--- src/rtl/weight_fetch_ctrl.sv ---
// Weight fetch sequencer: streams a contiguous block of weight RAM words into
// the systolic array weight-load port through a 2-entry skid buffer that hides
// the RAM's single-cycle read latency. Credits bound reads in flight so the
// buffer can never overflow, and the downstream port is a valid/ready stream.
module weight_fetch_ctrl #(
    parameter int width  = 32,
    parameter int depth  = 256,
    parameter int len_w  = 9,
    localparam int addr_w = $clog2(depth)
) (
    input  logic              clk_i,
    input  logic              rst_i,
    input  logic              start_i,
    input  logic              abort_i,
    input  logic [addr_w-1:0] base_addr_i,
    input  logic [len_w-1:0]  len_i,
    output logic              rd_en_o,
    output logic [addr_w-1:0] addr_rd_o,
    input  logic [width-1:0]  ram_data_i,
    output logic [width-1:0]  w_data_o,
    output logic              w_valid_o,
    output logic              w_last_o,
    input  logic              w_ready_i,
    output logic              busy_o,
    output logic              done_o
);

    typedef enum logic [1:0] {IDLE, FETCH, DRAIN, DONE} state_t;

    state_t              state_q;
    logic [len_w-1:0]    len_q;
    logic [addr_w-1:0]   addr_q;
    logic [len_w-1:0]    issued_q;
    logic [len_w-1:0]    popped_q;
    logic [1:0]          credits_q;
    logic                rd_vld_p1;
    logic [1:0]          count_q;
    logic                wr_ptr_q;
    logic                rd_ptr_q;
    logic [width-1:0]    buf_q [2];
    logic                pop;

    assign addr_rd_o = addr_q;
    assign w_valid_o = (count_q != 2'd0);
    assign w_data_o  = w_valid_o ? buf_q[rd_ptr_q] : '0;
    assign w_last_o  = w_valid_o && (popped_q == len_q - len_w'(1));

    // Read issue: a credit must be free, or one is being returned by a pop this cycle
    always_comb begin
        pop     = w_valid_o && w_ready_i;
        rd_en_o = (state_q == FETCH) && !abort_i && (issued_q < len_q)
                  && ((credits_q != 2'd0) || pop);
    end

    // Control FSM plus counters, credits and buffer occupancy
    always_ff @(posedge clk_i or posedge rst_i) begin
        if (rst_i) begin
            state_q   <= IDLE;
            len_q     <= '0;
            addr_q    <= '0;
            issued_q  <= '0;
            popped_q  <= '0;
            credits_q <= 2'd2;
            rd_vld_p1 <= 1'b0;
            count_q   <= 2'd0;
            wr_ptr_q  <= 1'b0;
            rd_ptr_q  <= 1'b0;
            busy_o    <= 1'b0;
            done_o    <= 1'b0;
        end else if (abort_i && state_q != IDLE) begin
            // Dropping the in-flight flag discards data for any read already issued
            state_q   <= IDLE;
            addr_q    <= '0;
            issued_q  <= '0;
            popped_q  <= '0;
            credits_q <= 2'd2;
            rd_vld_p1 <= 1'b0;
            count_q   <= 2'd0;
            wr_ptr_q  <= 1'b0;
            rd_ptr_q  <= 1'b0;
            busy_o    <= 1'b0;
            done_o    <= 1'b0;
        end else begin
            // ---- stage p0 -> p1: read issued, data returns next cycle
            rd_vld_p1 <= rd_en_o;
            wr_ptr_q  <= wr_ptr_q ^ rd_vld_p1;
            rd_ptr_q  <= rd_ptr_q ^ pop;

            case ({rd_vld_p1, pop})
                2'b10:   count_q <= count_q + 2'd1;
                2'b01:   count_q <= count_q - 2'd1;
                default: count_q <= count_q;
            endcase

            case ({rd_en_o, pop})
                2'b10:   credits_q <= credits_q - 2'd1;
                2'b01:   credits_q <= credits_q + 2'd1;
                default: credits_q <= credits_q;
            endcase

            if (rd_en_o) begin
                issued_q <= issued_q + len_w'(1);
                addr_q   <= (addr_q == addr_w'(depth - 1)) ? '0 : addr_q + addr_w'(1);
            end
            if (pop)
                popped_q <= popped_q + len_w'(1);

            case (state_q)
                IDLE: begin
                    done_o <= 1'b0;
                    if (start_i) begin
                        len_q  <= len_i;
                        addr_q <= base_addr_i;
                        busy_o <= 1'b1;
                        if (len_i != '0) begin
                            state_q <= FETCH;
                        end else begin
                            state_q <= DONE;
                            done_o  <= 1'b1;
                        end
                    end
                end
                FETCH: begin
                    if (rd_en_o && (issued_q + len_w'(1) == len_q))
                        state_q <= DRAIN;
                end
                DRAIN: begin
                    if (pop && (popped_q == len_q - len_w'(1))) begin
                        state_q <= DONE;
                        done_o  <= 1'b1;
                    end
                end
                DONE: begin
                    // Counters are returned to zero so IDLE always starts clean
                    state_q  <= IDLE;
                    busy_o   <= 1'b0;
                    done_o   <= 1'b0;
                    issued_q <= '0;
                    popped_q <= '0;
                    addr_q   <= '0;
                end
                default: state_q <= IDLE;
            endcase
        end
    end

    // Buffer storage: returning RAM word lands at the tail
    always_ff @(posedge clk_i) begin
        if (rd_vld_p1)
            buf_q[wr_ptr_q] <= ram_data_i;
    end

endmodule

--- config.mk ---
export PLATFORM = sky130hd
export DESIGN_NAME = weight_fetch_ctrl
export DESIGN_NICKNAME = d
export VERILOG_FILES = /design/src/rtl/weight_fetch_ctrl.sv
export SDC_FILE = /design/constraint.sdc
export NUM_CORES = 1
export LEC_CHECK = 0
export ABC_AREA = 0
export CAP_MARGIN = 5
export CORE_AREA = 4 4 123 125
export CTS_CLUSTER_SIZE = 16
export DETAILED_ROUTE_END_ITERATION = 8
export DIE_AREA = 0 0 127 129
export PLACE_DENSITY_LB_ADDON = 0.12
export SLEW_MARGIN = 10
export SYNTH_ARGS = -nofsm -noshare
export SYNTH_HDL_FRONTEND = slang
export SYNTH_SLANG_ARGS = --single-unit
--- constraint.sdc ---
create_clock -name clk_i -period 3.55 [get_ports clk_i]
set_input_delay 0.8875 -clock clk_i [delete_from_list [all_inputs] [get_ports clk_i]]
set_output_delay 0.8875 -clock clk_i [all_outputs]
set_load 0.03 [all_outputs]
==> metrics.md, run 1 <==
| Metric | Value |
|---|---|
| Yosys top cell by area | `edfxtp_1` |
| Yosys cell types | `56` |
| Met2 Use GR | `between 20% and 30%` |
| Register area share after synthesis | `a little under three fifths` |
| Most frequent cell after synthesis | `nor2_1` |
| Initial DRC count | `about 170` |
| Worst skew pair latency | `between 0.3 and 0.4 ns` |
| # Post-CTS Setup Buffers | `0` |
| Min cycle time layout | `about 3.4 ns` |
| Critical path endpoint category | `output pin` |
| Max stage delay cell, worst path | `or4_4` |
| Chip height | `129 µm` |
| CTS tree | `done` |
| Final Setup Violations | `0` |
| Slew Limit Fails | `0` |
| Synth Flop Type | `edfxtp_1` |
| First-pass GRT wire length | `between 15000 and 20000 µm` |
| Warnings, synthesis | `0` |
| Synth top area share | `approximately a third` |
| Clk sinks | `110` |
| Worst hold path type | `register to register` |
| Port Buffers | `98` |
| GRT Total Usage | `15.0%` |
| Fraction of layout cells with a size suffix above 1 | `under 10%` |
| Average size of a mapped cell | `~12 µm²` |
| Post-synth EDFFs | `64` |
| Pwr Density | `~730 mW/mm²` |
| DR DRC count | `0` |
| Final worst path period share | `between 90% and 100%` |
| Met3 Use GR | `under 10%` |
| Die footprint | `0.0164 mm²` |
| Initial antenna violation count | `0` |
| Clk slew on worst S/H paths | `~0.070 ns` |
| Dpl ws | `between 0.2 and 0.3 ns` |
| Die Wd | `about 130 µm` |
| Final WL | `12000 µm` |
| Nets | `approximately 650` |
| FF+latch count, synth | `between 100 and 150` |
| Fin. Hold Viols | `0` |
| Layout area overhead | `27.2%` |
| Setup ws final | `0.151 ns` |
| Grt total ovfl | `0` |
| H-tree depth | `3` |
| RSZ-0062 raised after global routing | `no` |
| Cts hold-fix bufs | `0` |
| Antenna-violating nets left | `0` |
| Crit-path max cell delay | `between 0.5 and 0.6 ns` |
| TNS Setup | `0 ns` |
| Antenna Diode Count | `0` |
| Cell Area, Synth | `roughly 0.0055 mm²` |
| Routed len/inst | `~16 µm` |
| Core ar. | `approximately 0.014 mm²` |
| Row count | `43` |
| Post-Route Skew | `just under 0.007 ns` |
| Nature of the critical path startpoint | `register` |
| DRT Pass-1 Iters | `4` |
| Leakage Power | `approximately 0.0027 µW` |
| Worst slew margin | `roughly half` |
| Io pins | `99` |
| Num CTS Buffers | `9` |
| Crit path kind | `register to output pin` |
| Synth async-reset ratio | `between 40% and 50%` |
| Met1 usage | `~20%` |
| Max Freq | `roughly 300 MHz` |
| Max-cap violations | `0` |
| Most common library cells after synthesis | `68 x nor2_1, 64 x edfxtp_1, 45 x dfrtp_1, 38 x mux2i_1, 27 x xor2_1` |
| WP data required | `roughly 2.7 ns` |
| Worst-case clock buffer depth | `2` |
| CP Max Fanout | `6` |
| Post-DP HPWL | `around 8600 µm` |
| Mapped Cells | `between 400 and 500` |
| CTS resizes | `0` |
| Largest net degree at the start of global routing | `34` |
| Clock root buffer master | `clkbuf_16` |
| Grt peak-use layer | `met2` |
| Tot Pwr | `5090 µW` |
| Worst path arrival time | `~2.5 ns` |
| Area contributors post-synth | `edfxtp_1 35%, dfrtp_1 20%, mux2i_1 6.9%` |
| Status | `finished, final reports clean` |
| Vias in the first global route | `around 3700` |
| Starting density of the core | `39.6%` |
| Routed via count | `about 3800` |
| Peak supply drop | `roughly 270 µV` |
| Vias/cell | `5.04` |
| Worst-path cell chain | `or4_4 -> o21a_1 -> or4_1 -> o211ai_2 -> and3_1 -> buf_4` |
| Worst-Margin Slew | `around 0.77 ns` |
| Routability cong. | `roughly 0.80` |
| Syn Nets | `around 550` |
## metal layers
metal	wire [µm]	part of all wire (%)
met4	213	1.8
met1	5720	47
met2	5620	47
met5	0	0
met3	490	4.1
## where the power goes
group,internal (µW),switching [µW],leakage (µW)
sequential,1620,278,0.00118
clock,556,474,0.000141
combinational,926,1240,0.00138
total,3100,1990,0.00270
## worst max-delay path, delay by kind of cell, from the launching register on
kind	cells	cell delay, ns
simple gates	3	1.26
flops	1	0.44
compound gates	2	0.29
buf+inv	1	0.17
## registers in the layout (all words and copies together), names as in the netlist
register and count:
credits_q 2, addr_rd_o 8, done_o 1, wr_ptr_q 1
popped_q 9, len_q 9, busy_o 1, rd_ptr_q 1
rd_vld_p1 1, issued_q 9, state_q 2, buf_q 64
count_q 2
## metrics by stage
stage                     utilization [%]  instances  hold WS (ns)  area, µm²
after floorplan                         -        476         0.537       5490
after global placement               48.2        741         0.481       6690
after detailed placement             48.2        741         0.496       6690
after CTS                            50.3        757         0.517       6990
after global routing                 50.3        757         0.536       6990
final                                50.3        757         0.528       6990
## layout by cell type, fill, tap and decap left out, types with 9 or more instances in the layout
cell type / Yosys / routed
nand4_1: 12 / 12
clkdlybuf4s50_1: 0 / 96
mux2_2: 9 / 9
o21ai_0: 9 / 9
dfrtp_1: 45 / 44
buf_4: 0 / 9
ha_1: 19 / 19
nor2_1: 68 / 67
mux2i_1: 38 / 38
a21oi_1: 9 / 9
nand3_1: 16 / 16
clkbuf_16: 0 / 9
xor2_1: 27 / 27
xnor2_1: 16 / 16
edfxtp_1: 64 / 64
inv_1: 22 / 21
nand2_1: 21 / 21
## cells by family after synthesis
family,Yosys count,synth area share [%]
adders and majority gates,19,4.33
AOI/OAI and AO/OA,54,6.70
muxes,49,9.18
and+or+nand+nor,157,13.8
DFF,110,56.0
xor gates and xnor gates,43,6.85
buffers and inverters,44,3.17
## path summary, 6_finish.rpt
kind,startpoint,to,slack [ns],cells past startpoint
min in group asynchronous,rst_i,popped_q[7],0.93,2
setup reg to reg,len_q[4],state_q[1],0.56,10
max in group asynchronous,rst_i,issued_q[5],1.94,3
setup / recovery,len_q[0],w_last_o,0.15,6
hold / removal,done_o,done_o,0.53,1
hold reg to reg,done_o,done_o,0.53,1
## cell type report
class                           instances  area (µm²)
Fill cell                            1263        6890
Sequential cell                       110        3080
Multi-Input combinational cell        322        2260
Timing Repair Buffer                  106        1050
Clock buffer                           11         233
Tap cell                              180         225
Inverter                               23        86.3
Clock inverter                          5        63.8
(Power assumes the default switching activity.)
==> run 2, diff against run 1 <==
--- a/config.mk
+++ b/config.mk
@@ -11,6 +11,7 @@
 export CTS_CLUSTER_SIZE = 16
 export DETAILED_ROUTE_END_ITERATION = 8
 export DIE_AREA = 0 0 127 129
+export DONT_BUFFER_PORTS = 1
 export PLACE_DENSITY_LB_ADDON = 0.12
 export SLEW_MARGIN = 10
 export SYNTH_ARGS = -nofsm -noshare
==> run 2 against run 1 <==
  * Non-clock buffer count is 97 lower
  * Hold slack better by 0.034 ns
  * Clock power is 7% lower
  * Critical path depth is 1 lower
  * Sequential share of layout area is 7.2 points higher
  * Combinational power is 21% lower
  * Routed wire length is 2.9% lower
  * Flip-flop and latch count stayed put
  * Cell count is 13% lower
  * Critical endpoint unchanged
  * Largest cell class unchanged
==> metrics.md, run 2 (synthesis gave the netlist of run 1 again) <==
| Metric | Value |
|---|---|
| Final WL | `11700 µm` |
| Pwr Density | `776 mW/mm²` |
| Die footprint | `approximately 0.016 mm²` |
| Max-cap violations | `0` |
| CTS tree | `done` |
| Largest net degree at the start of global routing | `47` |
| Post-DP HPWL | `8620 µm` |
| Critical path endpoint category | `output pin` |
| FF-to-FF path depth | `7` |
| Crit path kind | `register to output pin` |
| Core ar. | `0.0139 mm²` |
| Row count | `43` |
| Port Buffers | `0` |
| Max Freq | `~290 MHz` |
| Leakage Power | `between 0.002 and 0.0025 µW` |
| Fraction of layout cells with a size suffix above 1 | `9.79%` |
| Peak supply drop | `approximately 320 µV` |
| Slew Limit Fails | `0` |
| Register-to-register path setup slack | `roughly 0.71 ns` |
| Worst-case clock buffer depth | `2` |
| CTS resizes | `0` |
| CP endpoint | `w_last_o` |
| Max stage delay cell, worst path | `or4_4` |
| Routed via count | `approximately 3500` |
| Io pins | `slightly below 100` |
| CP Max Fanout | `6` |
| Antenna Diode Count | `0` |
| Final Setup Violations | `0` |
| CP bufs+invs | `0` |
| Worst-Margin Slew | `about 1.0 ns` |
| Worst slew margin | `around a third` |
| Post-Layout Cell Count | `660` |
| Commonest non-fill, non-tap cells in the layout | `67 x nor2_1, 64 x edfxtp_1, 44 x dfrtp_1` |
| Nets | `~550` |
| Worst hold path type | `register to register` |
| Clk sinks | `110` |
| Worst skew pair latency | `0.35 ns` |
| Crit-path max cell delay | `around 0.56 ns` |
| Vias/cell | `~5.3` |
| R2R Path Start | `len_q[0]` |
| Starting density of the core | `39.6%` |
| Worst path arrival time | `between 2 and 3 ns` |
| H-tree depth | `3` |
| Clk slew on worst S/H paths | `~0.070 ns` |
| Worst-path cell chain | `or4_4 -> o21a_1 -> or4_1 -> o211ai_2 -> and3_1` |
| CP Launch Point | `len_q[0]` |
| Post-Route Skew | `roughly 0.009 ns` |
| Hold Crit Start | `credits_q[1]` |
| Antenna-violating nets left | `0` |
| RSZ-0062 raised after global routing | `no` |
| Fill cells | `around 1400` |
| Layout area overhead | `9.22%` |
| DP Cell Count | `644` |
| CP delay by family, top | `simple AND/OR/NAND/NOR gates` |
| TNS Setup | `0 ns` |
| Routed len/inst | `~18 µm` |
| Clock root buffer master | `clkbuf_16` |
| Min cycle time layout | `3.45 ns` |
| DR DRC count | `0` |
| Initial DRC count | `between 150 and 200` |
| Status | `finished, final reports clean` |
| Fin. Hold Viols | `0` |
| Hold path cells | `2` |
| Grt total ovfl | `0` |
| Final worst path period share | `between 90 and 100%` |
| Most flops, register | `buf_q` |
| Die Wd | `between 100 and 150 µm` |
| Nature of the critical path startpoint | `register` |
| Commonest non-fill, non-tap cell in the layout | `nor2_1` |
| Max reg flops | `between 60 and 70` |
| Initial antenna violation count | `0` |
| DRT Pass-1 Iters | `4` |
| Chip height | `around 130 µm` |
| Cts hold-fix bufs | `0` |
| Vias in the first global route | `3551` |
| Cell count along the critical path | `5` |
| First-pass GRT wire length | `roughly 19000 µm` |
| Num CTS Buffers | `9` |
| WP data required | `between 2 and 3 ns` |
| # Post-CTS Setup Buffers | `0` |
| GRT Total Usage | `around 15%` |
| R2r endpoint | `state_q[1]` |
| Routability cong. | `0.786` |
[run 2: report_power, final]
group / switching, µW / leakage, µW / internal, µW / total, µW
registers: 359 / 0.00118 / 1620 / 1980
logic: 1090 / 0.00101 / 617 / 1710
clock network: 476 / 0.000133 / 487 / 963
total: 1930 / 0.00233 / 2730 / 4650
[run 2: final cells by class]
class / instances / area (µm²) / share of cell area (%)
clock inverters: 6 / 48.8 / 0.813
flip-flops and latches: 110 / 3080 / 51.3
well taps: 180 / 225 / 3.75
clock buffers: 10 / 229 / 3.82
inverters: 23 / 86.3 / 1.44
repair buffers: 9 / 80.1 / 1.33
multi-input cells: 322 / 2260 / 37.6
[run 2: worst reg2reg max path: stages (launching register included)]
cell and delay (ns):
dfrtp_1 0.44, or4_4 0.56, o21a_1 0.19, or4_1 0.51, o211ai_2 0.09, a31oi_1 0.17, nor4_2 0.40, mux2_1 0.36
[run 2: metrics by stage]
stage / setup slack (ns) / hold slack, ns / area, µm² / util, % / power (µW)
after floorplan: 0.473 / 0.537 / 5490 / - / 3350
after detailed placement: 0.452 / 0.557 / 5720 / 41.2 / 3750
after CTS: 0.0693 / 0.568 / 6000 / 43.2 / 4730
after global routing: 0.000785 / 0.590 / 6000 / 43.2 / 4980
final: 0.0976 / 0.562 / 6000 / 43.2 / 4650
after global placement: 0.473 / 0.563 / 5720 / 41.2 / 3730
[run 2: worst min-delay path by stage]
stage	to	slack [ns]
floorplan	credits_q[1]	0.54
detailed placement	credits_q[1]	0.56
finish	credits_q[1]	0.56
CTS	credits_q[1]	0.57
global placement	credits_q[1]	0.56
global route	credits_q[1]	0.59
[run 2: layer usage]
layer  wire length [µm]  global-route usage [%]
met5                  0                       0
met4                169                    5.11
met3                602                    3.20
met2               5640                    24.5
met1               5290                    19.2
==> run 3, diff against run 2 <==
--- a/config.mk
+++ b/config.mk
@@ -7,10 +7,10 @@
 export LEC_CHECK = 0
 export ABC_AREA = 0
 export CAP_MARGIN = 5
-export CORE_AREA = 4 4 123 125
+export CORE_AREA = 4 4 119 121
 export CTS_CLUSTER_SIZE = 16
 export DETAILED_ROUTE_END_ITERATION = 8
-export DIE_AREA = 0 0 127 129
+export DIE_AREA = 0 0 123 125
 export DONT_BUFFER_PORTS = 1
 export PLACE_DENSITY_LB_ADDON = 0.12
 export SLEW_MARGIN = 10
==> run 3 against run 2 <==
  * Hold slack gained 0.0039 ns
  * Cell area grew 0.10%
  * Register-to-register slack got worse by 0.12 ns
  * Critical endpoint unchanged
  * Largest cell class unchanged
  * Critical path type unchanged
  * Cell count decreased by 0.91%
  * Maximum frequency is 0.44% lower
==> metrics.md, run 3 (synthesis gave the netlist of run 1 again) <==
| Metric | Value |
|---|---|
| Worst hold path type | `register to register` |
| Die Wd | `123 µm` |
| Clk slew on worst S/H paths | `about 0.08 ns` |
| Post-Route Skew | `around 0.009 ns` |
| Clock root buffer master | `clkbuf_16` |
| Crit-path max cell delay | `0.57 ns` |
| Commonest non-fill, non-tap cells in the layout | `67 x nor2_1, 64 x edfxtp_1, 44 x dfrtp_1` |
| Max stage delay cell, worst path | `or4_4` |
| Worst-path cell chain | `or4_4 -> o21a_1 -> or4_1 -> o211ai_2 -> and3_1` |
| Chip height | `between 100 and 150 µm` |
| Post-DP HPWL | `8350 µm` |
| Routability cong. | `approximately 0.80` |
| Register-to-register path setup slack | `approximately 0.6 ns` |
| Status | `finished, final reports clean` |
| Post-Layout Cell Count | `654` |
| Io pins | `just under 100` |
| Max-cap violations | `0` |
| Num CTS Buffers | `9` |
| FF-to-FF path depth | `7` |
| Min cycle time layout | `~3.5 ns` |
| Worst path arrival time | `roughly 2.6 ns` |
| Port Buffers | `0` |
| Max reg flops | `between 60 and 70` |
| Starting density of the core | `around two fifths` |
| Peak supply drop | `approximately 320 µV` |
| Cts hold-fix bufs | `0` |
| Max Freq | `~290 MHz` |
| Post-DP Area | `0.00572 mm²` |
| Clk sinks | `110` |
| Critical path endpoint category | `output pin` |
| Antenna-violating nets left | `0` |
| CTS resizes | `0` |
| Die footprint | `between 0.015 and 0.02 mm²` |
| Row count | `42` |
| Most flops, register | `buf_q` |
| Vias in the first global route | `between 3000 and 4000` |
| CTS tree | `done` |
| Worst skew pair latency | `0.35 ns` |
| Routed len/inst | `17.6 µm` |
| R2R Path Start | `len_q[0]` |
| Worst-Margin Slew | `about 0.98 ns` |
| Final worst path period share | `between 90 and 100%` |
| CP bufs+invs | `0` |
| TNS Setup | `0 ns` |
| CP Max Fanout | `6` |
| H-tree depth | `3` |
| RSZ-0062 raised after global routing | `no` |
| Hold Crit Start | `credits_q[1]` |
| Initial DRC count | `slightly below 200` |
| DP Cell Count | `about 640` |
| GRT Total Usage | `15.1%` |
| Nature of the critical path startpoint | `register` |
| Fraction of layout cells with a size suffix above 1 | `approximately 9.8%` |
| Largest net degree at the start of global routing | `47` |
| Nets | `546` |
| CP delay by family, top | `simple AND/OR/NAND/NOR gates` |
| Crit path kind | `register to output pin` |
| Worst-case clock buffer depth | `2` |
| DRT Pass-1 Iters | `4` |
| Final Setup Violations | `0` |
| # Post-CTS Setup Buffers | `0` |
| R2r endpoint | `state_q[1]` |
| Antenna Diode Count | `0` |
| Pwr Density | `~780 mW/mm²` |
| Final WL | `11500 µm` |
| DR DRC count | `0` |
| Routed via count | `roughly 3500` |
| Worst slew margin | `around a third` |
| Hold path cells | `2` |
| Fin. Hold Viols | `0` |
| Core ar. | `around 0.013 mm²` |
| Vias/cell | `approximately 5.3` |
| Worst Hold Path EP | `credits_q[1]` |
| Slew Limit Fails | `0` |
| WP data required | `roughly 2.7 ns` |
| Grt total ovfl | `0` |
| Initial antenna violation count | `0` |
| Commonest non-fill, non-tap cell in the layout | `nor2_1` |
| Layout area overhead | `9.34%` |
| Design area | `between 0.006 and 0.007 mm²` |
| Leakage Power | `between 0.002 and 0.0025 µW` |
| First-pass GRT wire length | `around 18000 µm` |
[run 3: area by class of cell]
cell class | count | area [µm²]
inverter | 23 | 86.3
timing repair buffer | 7 | 77.6
sequential | 110 | 3080
fill | 1224 | 7080
clock buffer | 9 | 225
clock inverter | 7 | 66.3
tap | 176 | 220
multi-input combinational | 322 | 2260
[run 3: how the worst max path moves through the flow]
stage / cells past startpoint / slack [ns] / start / endpoint
after floorplan: 7 / 0.47 / len_q[4] / rd_en_o
after global placement: 5 / 0.47 / len_q[0] / w_last_o
after detailed placement: 5 / 0.43 / len_q[0] / w_last_o
after CTS: 5 / 0.05 / len_q[0] / w_last_o
after global routing: 5 / 0.006 / len_q[2] / w_last_o
final: 5 / 0.08 / len_q[0] / w_last_o
[run 3: where the power goes]
group,switching (µW),total [µW],internal [µW]
Clock,494,987,493
Sequential,385,2010,1620
Combinational,1080,1690,612
Total,1950,4680,2730
[run 3: worst reg2reg max path, cell delays in order (launching register included)]
cell and delay, ns:
dfrtp_1 0.45, or4_4 0.57, o21a_1 0.19, or4_1 0.52, o211ai_2 0.10, a31oi_1 0.19
nor4_2 0.48, mux2_1 0.36
[run 3: through the flow]
stage          setup WS (ns)  utilization [%]  total power [µW]  hold slack, ns
6_report              0.0825             45.9              4680           0.566
5_1_grt              0.00571             45.9              4980           0.595
4_1_cts               0.0493             45.9              4740           0.570
3_5_place_dp           0.434             43.7              3740           0.560
3_3_place_gp           0.473             43.7              3710           0.559
2_1_floorplan          0.473                -              3350           0.537
[run 3: per-layer routing]
metal / GRT usage [%] / vias up / share of wire [%]
met2: 24.0 / 85 / 47
met4: 6.45 / 0 / 2.3
met3: 4.16 / 16 / 6.6
met1: 19.4 / 1697 / 44
li1: - / 1699 / -
met5: 0 / - / 0
